==> config.mk <==
export PLATFORM = sky130hd
export DESIGN_NAME = lsu_ctrl
export DESIGN_NICKNAME = d
export VERILOG_FILES = /design/src/rtl/isa_pkg.sv /design/src/rtl/lsu_pkg.sv /design/src/rtl/lsu_align.sv /design/src/rtl/lsu_ctrl.sv
export SDC_FILE = /design/constraint.sdc
export NUM_CORES = 1
export LEC_CHECK = 0
export CORE_MARGIN = 2
export CORE_UTILIZATION = 54
export CTS_CLUSTER_SIZE = 14
export DETAILED_ROUTE_END_ITERATION = 8
export PLACE_DENSITY_LB_ADDON = 0.2
export RECOVER_POWER = 100
export SETUP_SLACK_MARGIN = 0.3
export SYNTH_ARGS = -nofsm -noshare
export SYNTH_HDL_FRONTEND = slang
export SYNTH_HIERARCHICAL = 1
export SYNTH_SLANG_ARGS = --single-unit
==> constraint.sdc <==
create_clock -name clk -period 4.5 [get_ports clk]
set_clock_uncertainty 0.1 [all_clocks]
set_input_delay 0.9 -clock clk [delete_from_list [all_inputs] [get_ports clk]]
set_output_delay 0.9 -clock clk [all_outputs]
set_load 0.01 [all_outputs]
==> src/rtl/isa_pkg.sv <==
// Shared RV64 ISA constants: major opcodes and funct3 encodings for loads and stores.
package isa_pkg;

  localparam logic [6:0] OPC_LOAD  = 7'b0000011;
  localparam logic [6:0] OPC_STORE = 7'b0100011;

  localparam logic [2:0] F3_LB  = 3'b000;
  localparam logic [2:0] F3_LH  = 3'b001;
  localparam logic [2:0] F3_LW  = 3'b010;
  localparam logic [2:0] F3_LD  = 3'b011;
  localparam logic [2:0] F3_LBU = 3'b100;
  localparam logic [2:0] F3_LHU = 3'b101;
  localparam logic [2:0] F3_LWU = 3'b110;

  localparam logic [2:0] F3_SB  = 3'b000;
  localparam logic [2:0] F3_SH  = 3'b001;
  localparam logic [2:0] F3_SW  = 3'b010;
  localparam logic [2:0] F3_SD  = 3'b011;

endpackage

==> src/rtl/lsu_pkg.sv <==
// Load/store unit types: controller states, access sizes and the alignment rule.
package lsu_pkg;

  typedef enum logic [1:0] {
    ST_IDLE,
    ST_ISSUE,
    ST_WAIT,
    ST_DONE
  } lsu_state_e;

  // Encoding matches funct3[1:0] of the RV64 load/store instructions.
  typedef enum logic [1:0] {
    SIZE_B,
    SIZE_H,
    SIZE_W,
    SIZE_D
  } lsu_size_e;

  function automatic logic is_misaligned(input lsu_size_e size, input logic [2:0] offset);
    case (size)
      SIZE_B:  return 1'b0;
      SIZE_H:  return offset[0];
      SIZE_W:  return |offset[1:0];
      default: return |offset;
    endcase
  endfunction

endpackage

==> src/rtl/lsu_align.sv <==
// Byte-lane steering between the 64-bit memory word and a B/H/W/D access:
// store strobes and data shift, and load extraction with sign/zero extension.
module lsu_align
  import lsu_pkg::*;
#(
  parameter int XLEN = 64
) (
  input  lsu_size_e       size,
  input  logic [2:0]      offset,
  input  logic            store_en,
  input  logic            sign_ext,
  input  logic [XLEN-1:0] store_data,
  input  logic [XLEN-1:0] mem_rdata,
  output logic [7:0]      wstrb,
  output logic [XLEN-1:0] wdata,
  output logic [XLEN-1:0] load_data
);

  logic [7:0]      size_mask;
  logic [5:0]      bit_shift;
  logic [XLEN-1:0] rdata_shifted;

  assign bit_shift     = {offset, 3'b000};
  assign wdata         = store_data << bit_shift;
  assign rdata_shifted = mem_rdata >> bit_shift;
  assign wstrb         = store_en ? (size_mask << offset) : 8'h00;

  always_comb begin
    size_mask = 8'hFF;
    case (size)
      SIZE_B:  size_mask = 8'h01;
      SIZE_H:  size_mask = 8'h03;
      SIZE_W:  size_mask = 8'h0F;
      default: size_mask = 8'hFF;
    endcase
  end

  always_comb begin
    load_data = rdata_shifted;
    case (size)
      SIZE_B:  load_data = {{(XLEN-8){sign_ext & rdata_shifted[7]}}, rdata_shifted[7:0]};
      SIZE_H:  load_data = {{(XLEN-16){sign_ext & rdata_shifted[15]}}, rdata_shifted[15:0]};
      SIZE_W:  load_data = {{(XLEN-32){sign_ext & rdata_shifted[31]}}, rdata_shifted[31:0]};
      default: load_data = rdata_shifted;
    endcase
  end

endmodule

==> src/rtl/lsu_ctrl.sv <==
// Single-outstanding RV64 load/store controller: decodes the instruction at
// acceptance, raises alignment/illegal exceptions, and runs one dmem transaction.
module lsu_ctrl
  import isa_pkg::*;
  import lsu_pkg::*;
#(
  parameter int XLEN = 64
) (
  input  logic            clk,
  input  logic            rst_n,
  input  logic            req_valid,
  output logic            req_ready,
  input  logic [31:0]     req_inst,
  input  logic [XLEN-1:0] req_base,
  input  logic [XLEN-1:0] req_wdata,
  output logic            dmem_req_valid,
  input  logic            dmem_req_ready,
  output logic [XLEN-1:0] dmem_addr,
  output logic            dmem_we,
  output logic [XLEN-1:0] dmem_wdata,
  output logic [7:0]      dmem_wstrb,
  input  logic            dmem_resp_valid,
  input  logic [XLEN-1:0] dmem_rdata,
  output logic            done_valid,
  output logic            wb_en,
  output logic [4:0]      wb_rd,
  output logic [XLEN-1:0] wb_data,
  output logic            exc_misaligned,
  output logic            exc_illegal
);

  lsu_state_e      state, state_next;

  logic [6:0]      opcode;
  logic [2:0]      funct3;
  logic            dec_load, dec_store, dec_legal, dec_misaligned, dec_unsigned;
  lsu_size_e       dec_size;
  logic [11:0]     imm12;
  logic [XLEN-1:0] imm_ext, eff_addr;
  logic            accept;
  logic            unused_rs1;

  logic [XLEN-1:0] addr_q, store_data_q, load_data_q;
  lsu_size_e       size_q;
  logic            load_q, sign_q, exc_mis_q, exc_ill_q;
  logic [4:0]      rd_q;

  logic [7:0]      align_wstrb;
  logic [XLEN-1:0] align_wdata, align_load;

  assign opcode         = req_inst[6:0];
  assign funct3         = req_inst[14:12];
  assign unused_rs1     = ^req_inst[19:15];
  assign dec_load       = (opcode == OPC_LOAD) &&
                          (funct3 inside {F3_LB, F3_LH, F3_LW, F3_LD, F3_LBU, F3_LHU, F3_LWU});
  assign dec_store      = (opcode == OPC_STORE) && (funct3 inside {F3_SB, F3_SH, F3_SW, F3_SD});
  assign dec_legal      = dec_load || dec_store;
  assign dec_unsigned   = funct3 inside {F3_LBU, F3_LHU, F3_LWU};
  assign dec_size       = lsu_size_e'(funct3[1:0]);
  assign imm12          = dec_store ? {req_inst[31:25], req_inst[11:7]} : req_inst[31:20];
  assign imm_ext        = {{(XLEN-12){imm12[11]}}, imm12};
  assign eff_addr       = req_base + imm_ext;
  assign dec_misaligned = is_misaligned(dec_size, eff_addr[2:0]);
  assign accept         = req_valid && (state == ST_IDLE);

  lsu_align #(.XLEN(XLEN)) u_align (
    .size       (size_q),
    .offset     (addr_q[2:0]),
    .store_en   ((state == ST_ISSUE) && !load_q),
    .sign_ext   (sign_q),
    .store_data (store_data_q),
    .mem_rdata  (dmem_rdata),
    .wstrb      (align_wstrb),
    .wdata      (align_wdata),
    .load_data  (align_load)
  );

  always_ff @(posedge clk or negedge rst_n) begin
    if (!rst_n) begin
      state <= ST_IDLE;
    end else begin
      state <= state_next;
    end
  end

  always_comb begin
    state_next     = state;
    req_ready      = 1'b0;
    dmem_req_valid = 1'b0;
    done_valid     = 1'b0;
    unique case (state)
      ST_IDLE: begin
        req_ready = 1'b1;
        if (req_valid) begin
          state_next = (!dec_legal || dec_misaligned) ? ST_DONE : ST_ISSUE;
        end
      end
      ST_ISSUE: begin
        dmem_req_valid = 1'b1;
        if (dmem_req_ready) begin
          state_next = load_q ? ST_WAIT : ST_DONE;
        end
      end
      ST_WAIT: begin
        if (dmem_resp_valid) begin
          state_next = ST_DONE;
        end
      end
      ST_DONE: begin
        done_valid = 1'b1;
        state_next = ST_IDLE;
      end
      default: state_next = ST_IDLE;
    endcase
  end

  // Operand capture at acceptance; the load result is cleared then so stores
  // and exceptions never expose stale data on wb_data.
  always_ff @(posedge clk or negedge rst_n) begin
    if (!rst_n) begin
      addr_q       <= '0;
      store_data_q <= '0;
      load_data_q  <= '0;
      size_q       <= SIZE_B;
      load_q       <= 1'b0;
      sign_q       <= 1'b0;
      exc_mis_q    <= 1'b0;
      exc_ill_q    <= 1'b0;
      rd_q         <= '0;
    end else begin
      if (accept) begin
        addr_q       <= eff_addr;
        store_data_q <= req_wdata;
        load_data_q  <= '0;
        size_q       <= dec_size;
        load_q       <= dec_load;
        sign_q       <= !dec_unsigned;
        exc_mis_q    <= dec_legal && dec_misaligned;
        exc_ill_q    <= !dec_legal;
        rd_q         <= req_inst[11:7];
      end
      if ((state == ST_WAIT) && dmem_resp_valid) begin
        load_data_q <= align_load;
      end
    end
  end

  assign dmem_addr      = {addr_q[XLEN-1:3], 3'b000};
  assign dmem_we        = (state == ST_ISSUE) && !load_q;
  assign dmem_wdata     = align_wdata;
  assign dmem_wstrb     = align_wstrb;
  assign exc_misaligned = (state == ST_DONE) && exc_mis_q;
  assign exc_illegal    = (state == ST_DONE) && exc_ill_q;
  assign wb_en          = (state == ST_DONE) && load_q && !exc_mis_q && !exc_ill_q && (rd_q != 5'd0);
  assign wb_rd          = rd_q;
  assign wb_data        = load_data_q;

endmodule

==> impl_summary.txt, run 1 <==
----------------------------------------------------
[Synthesis]
  Number of different library cells in the post-synthesis netlist ... 79
  Count of yosys warnings during synthesis ... 6
  Number of enable-type register cells in the synthesized netlist ... 0
  Proportion of register bits with asynchronous set or reset after synthesis ... 1.00
  Compound-gate portion of the synthesized area ... 0.216
  Post-Synth XOR/XNOR Area ... 0.0312
  Simple-Gate Fraction of Synth Area ... 0.192
  Multiplexer area fraction after synthesis ... 0.108
  Instance count of the mapped netlist ... ~1,900
  Synthesis-stage register bit count ... around 210
  Netlist Area Pre-Place ... about 16,000 um2
  Adder and majority gate portion of the synthesized area ... 0.0537
  Share of synthesized area occupied by flip-flops and latches ... 0.321
  Syn_area_per_cell ... 8.40 um2
  Dominant register cell in the synthesized netlist ... dfrtp_1
  Dominant combinational cell family by area after synthesis ... compound AO/OA/AOI/OAI gates

[Placement]
  Buffers on Ports ... between 400 and 500
  Instance count after placement with tap cells included ... between 2,000 and 3,000
  Final HPWL from detailed placement ... 41,000 um
  Routability congestion estimate ... between 0.9 and 1
  Minimum setup slack after placement ... -847 ps

[Floorplanning]
  Boundary Pins ... approximately 440
  Die boundary width ... roughly 180 um
  Y dimension of the die ... around 180 um
  Effective utilization at floorplan ... 0.544
  Row count ... between 60 and 70
  Die Area ... roughly 31,000 um2
  Core ar. ... roughly 30,000 um2

[Clocking]
  Maximum root-to-sink buffer count ... 3
  H-tree Lvls ... 1
  CTS tree ... done
  Clock Root Buffer ... clkbuf_16
  CTS Hold Bufs ... 0
  Cts bufs inserted ... 25
  Clock net sink count ... about 210
  Insertion delay to the later sink of the worst-skew pair ... 530 ps
  Clock slew at reported path FFs ... roughly 60 ps

[Finish]
  Final-stage net count ... 2,532
  Signed area change from the synthesized netlist to the final layout ... 34.2%
  Commonest non-fill, non-tap cell in the layout ... nand2_1
  Fraction of layout cells with a size suffix above 1 ... 0.103
  Top library cells by usage in the layout, fill and taps aside ... 407 x nand2_1, 234 x clkdlybuf4s50_1, 202 x dfrtp_1
  Layout Cells excl Fill ... 2,652

[Critical path]
  Crit end category ... primary output
  Classification of the worst setup path ... flip-flop to primary output
  Arrival time at the worst endpoint ... approximately 3400 ps
  Cell with the largest stage delay on the worst path ... dfrtp_4
  Max FO, Critical Path ... 28
  Origin of the worst setup path ... addr_q[0]$_DFFE_PN0P_
  Delay of the slowest critical-path stage ... around 730 ps
  Cell chain of the critical path ... clkbuf_2 -> mux2i_1 -> mux2i_1 -> and2_1 -> dlygate4sd3_1
  Most repeated library cell on the critical path ... mux2i_1
  Endpoint of the worst setup timing path ... dmem_wdata[31]
  Reg2Reg Launch Point ... addr_q[1]$_DFFE_PN0P_
  Critical Path RT ... about 3500 ps
  Reg2reg setup slack ... 290 ps
  Cell count of the worst reg-to-reg path ... 7
  Reg2Reg Capture Point ... wb_data[30]$_DFFE_PN0P_
  Startpoint types ... flip-flop

[Power and ir drop]
  Fraction of power spent switching nets ... 0.430
  Standby leakage power ... about 9.9 nW
  Fraction of power consumed by the clock network ... 0.172
  Switch Pwr ... slightly below 0.006 W
  Logic gate share of total power ... 0.573
  Cell internal power dissipation ... slightly below 0.008 W
  Sequential power share ... 0.255
  Max IR drop VDD ... around 0.42 mV
  Power per cell area ... ~630 nW/um2

[STA]
  Final setup margin ... approximately 140 ps
  Highest achievable clock rate ... between 200 and 250 MHz
  Setup violation total in the final timing report ... 0
  Max-slew violations ... about 180
  Worst slew margin relative to its limit ... -0.492
  Final Hold Fails ... 0
  Tcrit/Tclk final ... 0.969
  Worst hold-check slack ... between 300 and 400 ps
  Post-route minimum period ... between 4000 and 5000 ps
  RSZ-0062 raised after global routing ... yes
  Transition time at the pin with the least slew margin ... around 2200 ps

[Detailed routing]
  Total iterations of the first detailed-routing run ... 6
  Detailed Route Iter0 Violations ... between 1,500 and 2,000
  Remaining DRCs ... 0
  Per-cell via count in the routed design ... slightly above 6
  Final ANT Viol Nets ... 0
  Routed wire length ... approximately 56,000 um
  Per-cell routed wire length ... 21.3 um
  Vias ... 16,310

[Status]
  Status ... complete, but fails checks
  Violations in the final reports ... max-capacitance violations, max-slew violations

[Global routing]
  Global-route wire length before repair ... roughly 86,000 um
  Antenna violations before repair ... 8
  Global route total overflow ... 0
  Maximum number of pins on one net before global-route repair ... about 120
  Global router's overall resource usage ... 0.348
  Via count of the first global-routing pass ... around 15,000

[Run]
  Max-cap violations ... 3

[Min path]
  Type of the tightest min-delay check ... primary input to async pin

----------------------------------------------------
state kept, by name, summed over array words and instances (netlist names):
signal        cells
state             2
wb_data          64
exc_ill_q         1
load_q            1
store_data_q     64
size_q            2
wb_rd             5
addr_q           64
sign_q            1
exc_mis_q         1
worst max-delay path, delay by kind of cell, from the launching register on:
family | cells | cell delay [ps]
DFF | 1 | 730
buffers and inverters | 2 | 1220
muxes | 2 | 650
and+or+nand+nor | 1 | 210
Yosys cell counts (12+ instances only):
cell type    n  area share
mux2i_1     93       0.058
and2_1      13      0.0051
ha_1        67       0.052
inv_1       27      0.0063
nand2_1    408       0.096
o211ai_1    20      0.0094
o21bai_1    17      0.0080
xnor2_1     33       0.018
o22ai_1     16      0.0063
nand4_2     20       0.016
a21oi_1    101       0.032
o21ai_0    136       0.043
buf_4       73       0.034
mux2_2      23       0.016
mux4_2      22       0.031
a22o_1      64       0.035
nor2_1      91       0.021
a31oi_1     17      0.0066
clkbuf_1    99       0.023
and3_1      13      0.0051
buf_2       22      0.0069
nor2b_1     27       0.011
nand3_1     25      0.0078
xor2_1      24       0.013
a211oi_1    16      0.0075
nand4_1     29       0.011
dfrtp_1    205        0.32
a21o_1      48       0.023
o21ai_1     12      0.0038
layout make-up:
type                       instances  area [um2]
antenna                            9        22.5
clock buffer                      31         688
inverter                          30         113
timing repair buffer             508        4930
fill                            2258        7930
clock inverter                    14         269
tap                              390         488
sequential                       205        5140
multi-input combinational       1465        9820
layer usage:
layer / up-vias / part of all wire / global-route usage
met5: - / 0 / 0
met4: 0 / 0.045 / 0.160
met3: 159 / 0.098 / 0.0562
met2: 1007 / 0.46 / 0.547
met1: 7729 / 0.40 / 0.474
li1: 7415 / - / -
kinds of logic (layout without fill, tap and decap cells):
family          after synthesis  in the layout
other cells                   1             12
simple gates                675            675
xor+xnor                     57             57
fa+ha+maj                    68             68
mux                         141            141
flops                       205            205
compound gates              521            521
buf+inv                     236            583
worst min-delay path by stage:
| stage | end | slack, ps | depth (start not counted) |
|---|---|---|---|
| 2_1_floorplan | addr_q[11]$_DFFE_PN0P_ | 340 | 2 |
| 3_3_place_gp | addr_q[11]$_DFFE_PN0P_ | 350 | 2 |
| 3_5_place_dp | store_data_q[60]$_DFFE_PN0P_ | 360 | 2 |
| 4_1_cts | store_data_q[60]$_DFFE_PN0P_ | 380 | 2 |
| 5_1_grt | store_data_q[60]$_DFFE_PN0P_ | 400 | 2 |
| 6_report | wb_data[24]$_DFFE_PN0P_ | 330 | 1 |
what timing repair did:
item | 4_1_cts | 5_1_grt
buffers inserted | 8 | 15
pin swaps | 21 | 22
setup endpoints to repair | 51 | 26
gates resized for setup | 32 | 13
power by group through the flow:
| stage | sequential (W) | clock (W) | combinational, W |
|---|---|---|---|
| 4_1_cts | 0.00346 | 0.00237 | 0.00803 |
| 3_5_place_dp | 0.00347 | 0 | 0.00795 |
| 2_1_floorplan | 0.00316 | 0 | 0.00508 |
| 5_1_grt | 0.00355 | 0.00245 | 0.00837 |
| 6_report | 0.00346 | 0.00234 | 0.00779 |
| 3_3_place_gp | 0.00346 | 0 | 0.00782 |
through the flow:
stage	instance area [um2]	power (W)	util	TNS [ps]
2_1_floorplan	16100	0.00824	-	0
3_3_place_gp	20300	0.0113	0.690	-17410
3_5_place_dp	20300	0.0114	0.690	-22090
4_1_cts	21400	0.0139	0.727	0
5_1_grt	21500	0.0144	0.730	0
6_report	21500	0.0136	0.730	0
Note: power is estimated with default switching activity, not from simulation.
==> inputs of run 2 (changes only) <==
--- a/config.mk
+++ b/config.mk
@@ -5,13 +5,15 @@
 export SDC_FILE = /design/constraint.sdc
 export NUM_CORES = 1
 export LEC_CHECK = 0
+export ABC_AREA = 1
 export CORE_MARGIN = 2
-export CORE_UTILIZATION = 54
+export CORE_UTILIZATION = 56
 export CTS_CLUSTER_SIZE = 14
 export DETAILED_ROUTE_END_ITERATION = 8
 export PLACE_DENSITY_LB_ADDON = 0.2
 export RECOVER_POWER = 100
 export SETUP_SLACK_MARGIN = 0.3
+export SLEW_MARGIN = 20
 export SYNTH_ARGS = -nofsm -noshare
 export SYNTH_HDL_FRONTEND = slang
 export SYNTH_HIERARCHICAL = 1
==> run 2 against run 1 <==
  * Combinational power increased by 6.4%
  * The run still ends with max-capacitance violations, max-slew violations left
  * Via count grew 32%
  * Hold slack worse by 61 ps
  * Synthesized area increased by 16%
  * Synthesized cell count increased by 61%
  * Design area increased by 8.8%
  * Count of clock-buffer cells in the layout fell by 1
  * Die area rose by 11%
  * Global-route usage rose by 5.5 points
  * Clock power shrank 5%
  * Utilization decreased by 1.2 points
  * Critical path depth rose by 3
  * Highest routed layer is now met5
==> impl_summary.txt, run 2 <==
----------------------------------------------------
[Global routing]
  Antenna violations before repair ... 6 (-2)
  Global-route wire length before repair ... 108,000 um (+26%)
  Via count of the first global-routing pass ... 19,944 (+29%)
  Maximum number of pins on one net before global-route repair ... 240 (+100%)
  Global router's overall resource usage ... 0.403 (+0.0546)
  Global route total overflow ... 0 (unchanged)

[Detailed routing]
  Detailed Route Iter0 Violations ... 2,540 (+39%)
  Total iterations of the first detailed-routing run ... 6 (unchanged)
  M1 wire length ... 27,000 um (+19%)
  Met3 Routed Length ... 7540 um (+37%)
  Final ANT Viol Nets ... 0 (unchanged)
  Vias ... 21,463 (+32%)
  Routed wire length ... 71,400 um (+27%)
  Top routing layer in use ... met5
  Remaining DRCs ... 0 (unchanged)
  Per-cell routed wire length ... 18.6 um (-12%)
  DR WL met2 ... 31,200 um (+22%)
  Per-cell via count in the routed design ... 5.61 (-8.9%)

[Synthesis]
  Share of synthesized area occupied by flip-flops and latches ... 0.277 (-0.0436)
  Instance count of the mapped netlist ... 3,074 (+61%)
  Main area contributors after synthesis ... dfrtp_1 28%, nand2_1 26%, nand3_1 8.5%
  Most frequent cell after synthesis ... nand2_1
  Syn_area_per_cell ... 6.02 um2 (-28%)
  Proportion of register bits with asynchronous set or reset after synthesis ... 1.00 (unchanged)
  Netlist Area Pre-Place ... 18,500 um2 (+16%)
  Dominant register cell in the synthesized netlist ... dfrtp_1
  Number of enable-type register cells in the synthesized netlist ... 0 (unchanged)
  Synthesis-stage register bit count ... 205 (unchanged)
  Share of the synthesized area in the top cell type ... 0.277 (-0.0436)
  Most frequent cells after synthesis ... 1,262 x nand2_1, 370 x inv_1, 313 x nand3_1
  Count of yosys warnings during synthesis ... 6 (unchanged)
  Library cell with the largest summed area after synthesis ... dfrtp_1
  Number of different library cells in the post-synthesis netlist ... 45 (-43%)

[STA]
  Highest achievable clock rate ... 243 MHz (+5.9%)
  Setup violation total in the final timing report ... 0 (unchanged)
  RSZ-0062 raised after global routing ... no
  Final Hold Fails ... 0 (unchanged)
  Post-route minimum period ... 4120 ps (-243 ps)
  Accumulated negative setup slack ... 0 ps (unchanged)
  Tcrit/Tclk final ... 0.915 (-0.0539)
  Max-slew violations ... 432 (+140%)
  Worst slew margin relative to its limit ... -0.778 (-0.285)
  Transition time at the pin with the least slew margin ... 2670 ps (+428 ps)

[Clocking]
  H-tree Lvls ... 1 (unchanged)
  Clock Root Buffer ... clkbuf_16
  CTS tree ... done
  Insertion delay to the later sink of the worst-skew pair ... 540 ps (about the same)
  Clock net sink count ... 205 (unchanged)
  Cts bufs inserted ... 25 (unchanged)
  Setup Buffers After CTS ... 0 (-8)
  Maximum root-to-sink buffer count ... 3 (unchanged)
  Clock slew at reported path FFs ... 70 ps (about the same)

[Critical path]
  Classification of the worst setup path ... flip-flop to primary output
  Arrival time at the worst endpoint ... 3120 ps (-240 ps)
  Max FO, Critical Path ... 31 (+11%)
  Critical Path RT ... 3500 ps (about the same)
  Startpoint types ... flip-flop
  Crit end category ... primary output

[Power and ir drop]
  Power per cell area ... 590 nW/um2 (-6.8%)
  Max IR drop VDD ... 0.371 mV (-12%)
  Standby leakage power ... 12.8 nW (+29%)
  Post-layout total power ... 0.0138 W (+1.4%)

[Floorplanning]
  Die boundary width ... 186 um (+5.5%)
  Boundary Pins ... 441 (unchanged)
  Row count ... 66 (+4.8%)
  Y dimension of the die ... 186 um (+5.5%)
  Core ar. ... 32,500 um2 (+11%)
  Die Area ... 34,500 um2 (+11%)
  Effective utilization at floorplan ... 0.569 (+0.0249)

[Placement]
  Routability congestion estimate ... 0.999 (+5.9%)
  Final HPWL from detailed placement ... 53,300 um (+30%)
  Buffers on Ports ... 432 (unchanged)
  Instance count after placement with tap cells included ... 3,776 (+47%)

[Finish]
  Final core occ ... 0.718 (-0.0124)
  Fraction of layout cells with a size suffix above 1 ... 0.0468 (-0.0558)
  Signed area change from the synthesized netlist to the final layout ... 26.2%
  Top library cells by usage in the layout, fill and taps aside ... 1,272 x nand2_1, 368 x inv_1, 319 x nand3_1
  Final-stage net count ... 3,658 (+44%)
  Commonest non-fill, non-tap cell in the layout ... nand2_1
  Layout Cells excl Fill ... 3,829 (+44%)

[Status]
  Violations in the final reports ... max-capacitance violations, max-slew violations
  Status ... complete, but fails checks

[Min path]
  Type of the tightest min-delay check ... primary input to async pin

[Run]
  Max-cap violations ... 5 (+2)

----------------------------------------------------
run 2: power breakdown:
group / leakage (nW) / switching [W] / internal [W]
clock network: 0.424 / 0.000902 / 0.00132
registers: 2.60 / 0.000668 / 0.00260
logic: 9.78 / 0.00512 / 0.00317
run 2: cells by family after synthesis:
kind of cell | Yosys count | synth area share
and+or+nand+nor | 1882 | 0.431
AOI/OAI and AO/OA | 276 | 0.0771
buffers and inverters | 585 | 0.140
other | 1 | 0.000203
DFF | 205 | 0.277
adders and majority gates | 68 | 0.0464
xor gates and xnor gates | 31 | 0.0147
muxes | 26 | 0.0141
run 2: area by class of cell:
cell class / instances / area (um2)
tap: 442 / 553
clock buffer: 30 / 684
timing repair buffer: 462 / 4580
fill: 2830 / 9180
multi-input combinational: 2286 / 10700
antenna: 8 / 20.0
sequential: 205 / 5140
inverter: 381 / 1440
clock inverter: 15 / 200
run 2: final timing paths:
check                           slack [ps]  cells past startpoint                            to                  start
max in group asynchronous             1700                      2        addr_q[15]$_DFFE_PN0P_                  rst_n
worst max register to register         540                      7  store_data_q[21]$_DFFE_PN0P_   state[0]$_DFFE_PN0P_
worst min register to register         380                      2         addr_q[5]$_DFFE_PN0P_  addr_q[5]$_DFFE_PN0P_
worst max-delay path                   380                      8                dmem_wdata[52]  addr_q[1]$_DFFE_PN0P_
min in group clk                       380                      2         addr_q[5]$_DFFE_PN0P_  addr_q[5]$_DFFE_PN0P_
worst min-delay path                   270                      1       wb_data[57]$_DFFE_PN0P_                  rst_n
run 2: critical path, stage by stage (launching register included):
cell and delay [ps]:
dfrtp_2 620, clkinv_4 330, nor2_1 180, buf_4 290, nand2_1 70, o21ai_0 70, inv_1 80, o21ai_0 260
dlygate4sd3_1 660
run 2: per-stage QoR:
stage / area, um2 / hold slack [ps] / setup slack [ps]
6_report: 23400 / 268 / 382
5_1_grt: 23300 / 312 / 153
4_1_cts: 23400 / 299 / 415
3_5_place_dp: 22600 / 365 / 295
3_3_place_gp: 22600 / 365 / 325
2_1_floorplan: 18500 / 344 / 1100
run 2: what timing repair did:
action / in CTS / in global routing
hold buffers: 0 / 0
setup endpoints to repair: 1 / 2
resized for setup: 1 / 2
gates cloned: 0 / 0
run 2: metal layers:
| metal | up-vias | GRT usage |
|---|---|---|
| met5 | - | 0 |
| met4 | 2 | 0.275 |
| met3 | 281 | 0.0804 |
| met2 | 1304 | 0.629 |
| met1 | 9743 | 0.503 |
| li1 | 10133 | - |
==> inputs of run 3 (changes only) <==
--- a/config.mk
+++ b/config.mk
@@ -8,11 +8,13 @@
 export ABC_AREA = 1
 export CORE_MARGIN = 2
 export CORE_UTILIZATION = 56
+export CTS_BUF_LIST = sky130_fd_sc_hd__clkbuf_4 sky130_fd_sc_hd__clkbuf_8 sky130_fd_sc_hd__clkbuf_16
 export CTS_CLUSTER_SIZE = 14
 export DETAILED_ROUTE_END_ITERATION = 8
 export PLACE_DENSITY_LB_ADDON = 0.2
 export RECOVER_POWER = 100
 export SETUP_SLACK_MARGIN = 0.3
+export SKIP_LAST_GASP = 1
 export SLEW_MARGIN = 20
 export SYNTH_ARGS = -nofsm -noshare
 export SYNTH_HDL_FRONTEND = slang
==> run 3 against run 2 <==
  * Global-route usage about the same
  * Clock power about the same
  * Highest routed layer unchanged
  * First-iteration DRC count down 7.0%
  * Critical path depth unchanged
  * Total power barely moved
  * Sequential power is essentially flat
  * The run still ends with max-capacitance violations, max-slew violations left
  * Sequential cell count is the same
  * Maximum frequency fell by 1.7%
==> impl_summary.txt, run 3 (synthesis results as in run 2) <==
----------------------------------------------------
[Finish]
  Top library cells by usage in the layout, fill and taps aside ... 1,271 x nand2_1, 368 x inv_1, 319 x nand3_1
  Commonest non-fill, non-tap cell in the layout ... nand2_1
  Fraction of layout cells with a size suffix above 1 ... 0.0474 (+0.000592)
  Filler cells ... 2,837 (+0.25%)
  Final-stage net count ... 3,658 (unchanged)
  Signed area change from the synthesized netlist to the final layout ... 26.2% (about the same)
  Final core occ ... 0.718 (about the same)
  Layout Cells excl Fill ... 3,826 (-0.078%)

[Placement]
  Buffers on Ports ... 432 (unchanged)
  Instance count after placement with tap cells included ... 3,776 (unchanged)
  Routability congestion estimate ... 0.999 (unchanged)
  Final HPWL from detailed placement ... 53,300 um (unchanged)

[Global routing]
  Maximum number of pins on one net before global-route repair ... 240 (unchanged)
  Antenna violations before repair ... 6 (unchanged)
  Via count of the first global-routing pass ... 19,899 (-0.23%)
  Global-route wire length before repair ... 108,000 um (-0.15%)
  Global route total overflow ... 0 (unchanged)
  Global router's overall resource usage ... 0.403 (-0.000438)

[Floorplanning]
  Die boundary width ... 186 um (unchanged)
  Row count ... 66 (unchanged)
  Core ar. ... 32,500 um2 (unchanged)
  Effective utilization at floorplan ... 0.569 (unchanged)
  Boundary Pins ... 441 (unchanged)
  Y dimension of the die ... 186 um (unchanged)
  Die Area ... 34,500 um2 (unchanged)

[Detailed routing]
  Detailed Route Iter0 Violations ... 2,362 (-7.0%)
  Per-cell via count in the routed design ... 5.60 (-0.14%)
  Total iterations of the first detailed-routing run ... 6 (unchanged)
  Met3 Routed Length ... 7540 um (about the same)
  M1 wire length ... 26,800 um (-0.43%)
  Routed wire length ... 71,300 um (-0.11%)
  Vias ... 21,416 (-0.22%)
  Remaining DRCs ... 0 (unchanged)
  Final ANT Viol Nets ... 0 (unchanged)
  Top routing layer in use ... met5
  DR WL met2 ... 31,400 um (+0.40%)
  Per-cell routed wire length ... 18.6 um (about the same)

[Min path]
  Type of the tightest min-delay check ... primary input to async pin

[Critical path]
  Max FO, Critical Path ... 31 (unchanged)
  Cell with the largest stage delay on the worst path ... dlygate4sd3_1
  Crit end category ... primary output
  Startpoint types ... flip-flop
  Delay of the slowest critical-path stage ... 660 ps (about the same)
  Classification of the worst setup path ... flip-flop to primary output
  Critical Path RT ... 3500 ps (about the same)
  Arrival time at the worst endpoint ... 3190 ps (+70 ps)
  Most repeated library cell on the critical path ... o21ai_0
  Cell chain of the critical path ... clkinv_4 -> nor2_1 -> clkbuf_2 -> nand2_1 -> o21ai_0 -> inv_1 -> o21ai_0 -> dlygate4sd3_1

[Clocking]
  Insertion delay to the later sink of the worst-skew pair ... 540 ps (about the same)
  Clock slew at reported path FFs ... 70 ps (about the same)
  CTS Hold Bufs ... 0 (unchanged)
  Clock net sink count ... 205 (unchanged)
  CTS tree ... done
  H-tree Lvls ... 1 (unchanged)
  Maximum root-to-sink buffer count ... 3 (unchanged)
  Cts bufs inserted ... 25 (unchanged)
  Setup Buffers After CTS ... 0 (unchanged)
  Clock Root Buffer ... clkbuf_16
  Number of gates resized after CTS ... 1 (unchanged)

[STA]
  Max-slew violations ... 432 (unchanged)
  Final Hold Fails ... 0 (unchanged)
  Setup violation total in the final timing report ... 0 (unchanged)
  Accumulated negative setup slack ... 0 ps (unchanged)
  Post-route minimum period ... 4190 ps (+69.8 ps)
  Worst slew margin relative to its limit ... -0.795 (-0.0170)
  Highest achievable clock rate ... 239 MHz (-1.7%)
  Transition time at the pin with the least slew margin ... 2690 ps (+25.4 ps)
  RSZ-0062 raised after global routing ... no
  Worst hold-check slack ... 272 ps (+4.16 ps)
  Tcrit/Tclk final ... 0.931 (+0.0155)

[Run]
  Max-cap violations ... 5 (unchanged)

[Status]
  Status ... complete, but fails checks
  Violations in the final reports ... max-capacitance violations, max-slew violations

[Power and ir drop]
  Max IR drop VDD ... 0.371 mV (about the same)
  Standby leakage power ... 12.8 nW (about the same)
  Power per cell area ... 590 nW/um2 (about the same)

----------------------------------------------------
[run 3: routing by layer]
metal,vias to the layer above,global-route usage
met4,2,0.272
li1,10131,-
met1,9718,0.503
met3,284,0.0808
met2,1281,0.629
met5,-,0
[run 3: per-stage QoR]
step	worst slack, ps	instance area, um2	total power (W)
after floorplan	1100	18500	0.00830
after global placement	325	22600	0.0114
after detailed placement	295	22600	0.0116
after CTS	406	23400	0.0139
after global routing	198	23400	0.0147
final	312	23400	0.0138
[run 3: cell type report]
type	count	area (um2)	area share
Sequential cell	205	5140	0.220
Clock buffer	30	688	0.0295
Multi-Input combinational cell	2286	10800	0.460
Timing Repair Buffer	462	4580	0.196
Antenna cell	5	12.5	0.000536
Tap cell	442	553	0.0237
Clock inverter	15	200	0.00857
Inverter	381	1440	0.0616
[run 3: worst paths after layout]
kind                                       startpoint                           end  slack, ps  cells after the start
max in group asynchronous                       rst_n   store_data_q[9]$_DFFE_PN0P_       1700                      2
worst min register to register  addr_q[5]$_DFFE_PN0P_         addr_q[5]$_DFFE_PN0P_        380                      2
worst max register to register   state[0]$_DFFE_PN0P_  store_data_q[21]$_DFFE_PN0P_        520                      7
worst max-delay path            addr_q[1]$_DFFE_PN0P_                dmem_wdata[52]        310                      8
worst min-delay path                            rst_n       wb_data[57]$_DFFE_PN0P_        270                      1
min in group clk                addr_q[5]$_DFFE_PN0P_         addr_q[5]$_DFFE_PN0P_        380                      2
[run 3: power breakdown]
part / total (W) / switching [W] / leakage [nW] / internal, W
clock network: 0.00222 / 0.000900 / 0.428 / 0.00132
registers: 0.00327 / 0.000668 / 2.60 / 0.00261
logic: 0.00829 / 0.00512 / 9.78 / 0.00317
total: 0.0138 / 0.00669 / 12.8 / 0.00710
[run 3: worst max-delay path: cells and delay by family, from the launching register on]
kind | cells | cell delay (ps)
and+or+nand+nor | 2 | 250
buffers and inverters | 4 | 1460
DFF | 1 | 580
AOI/OAI and AO/OA | 2 | 350
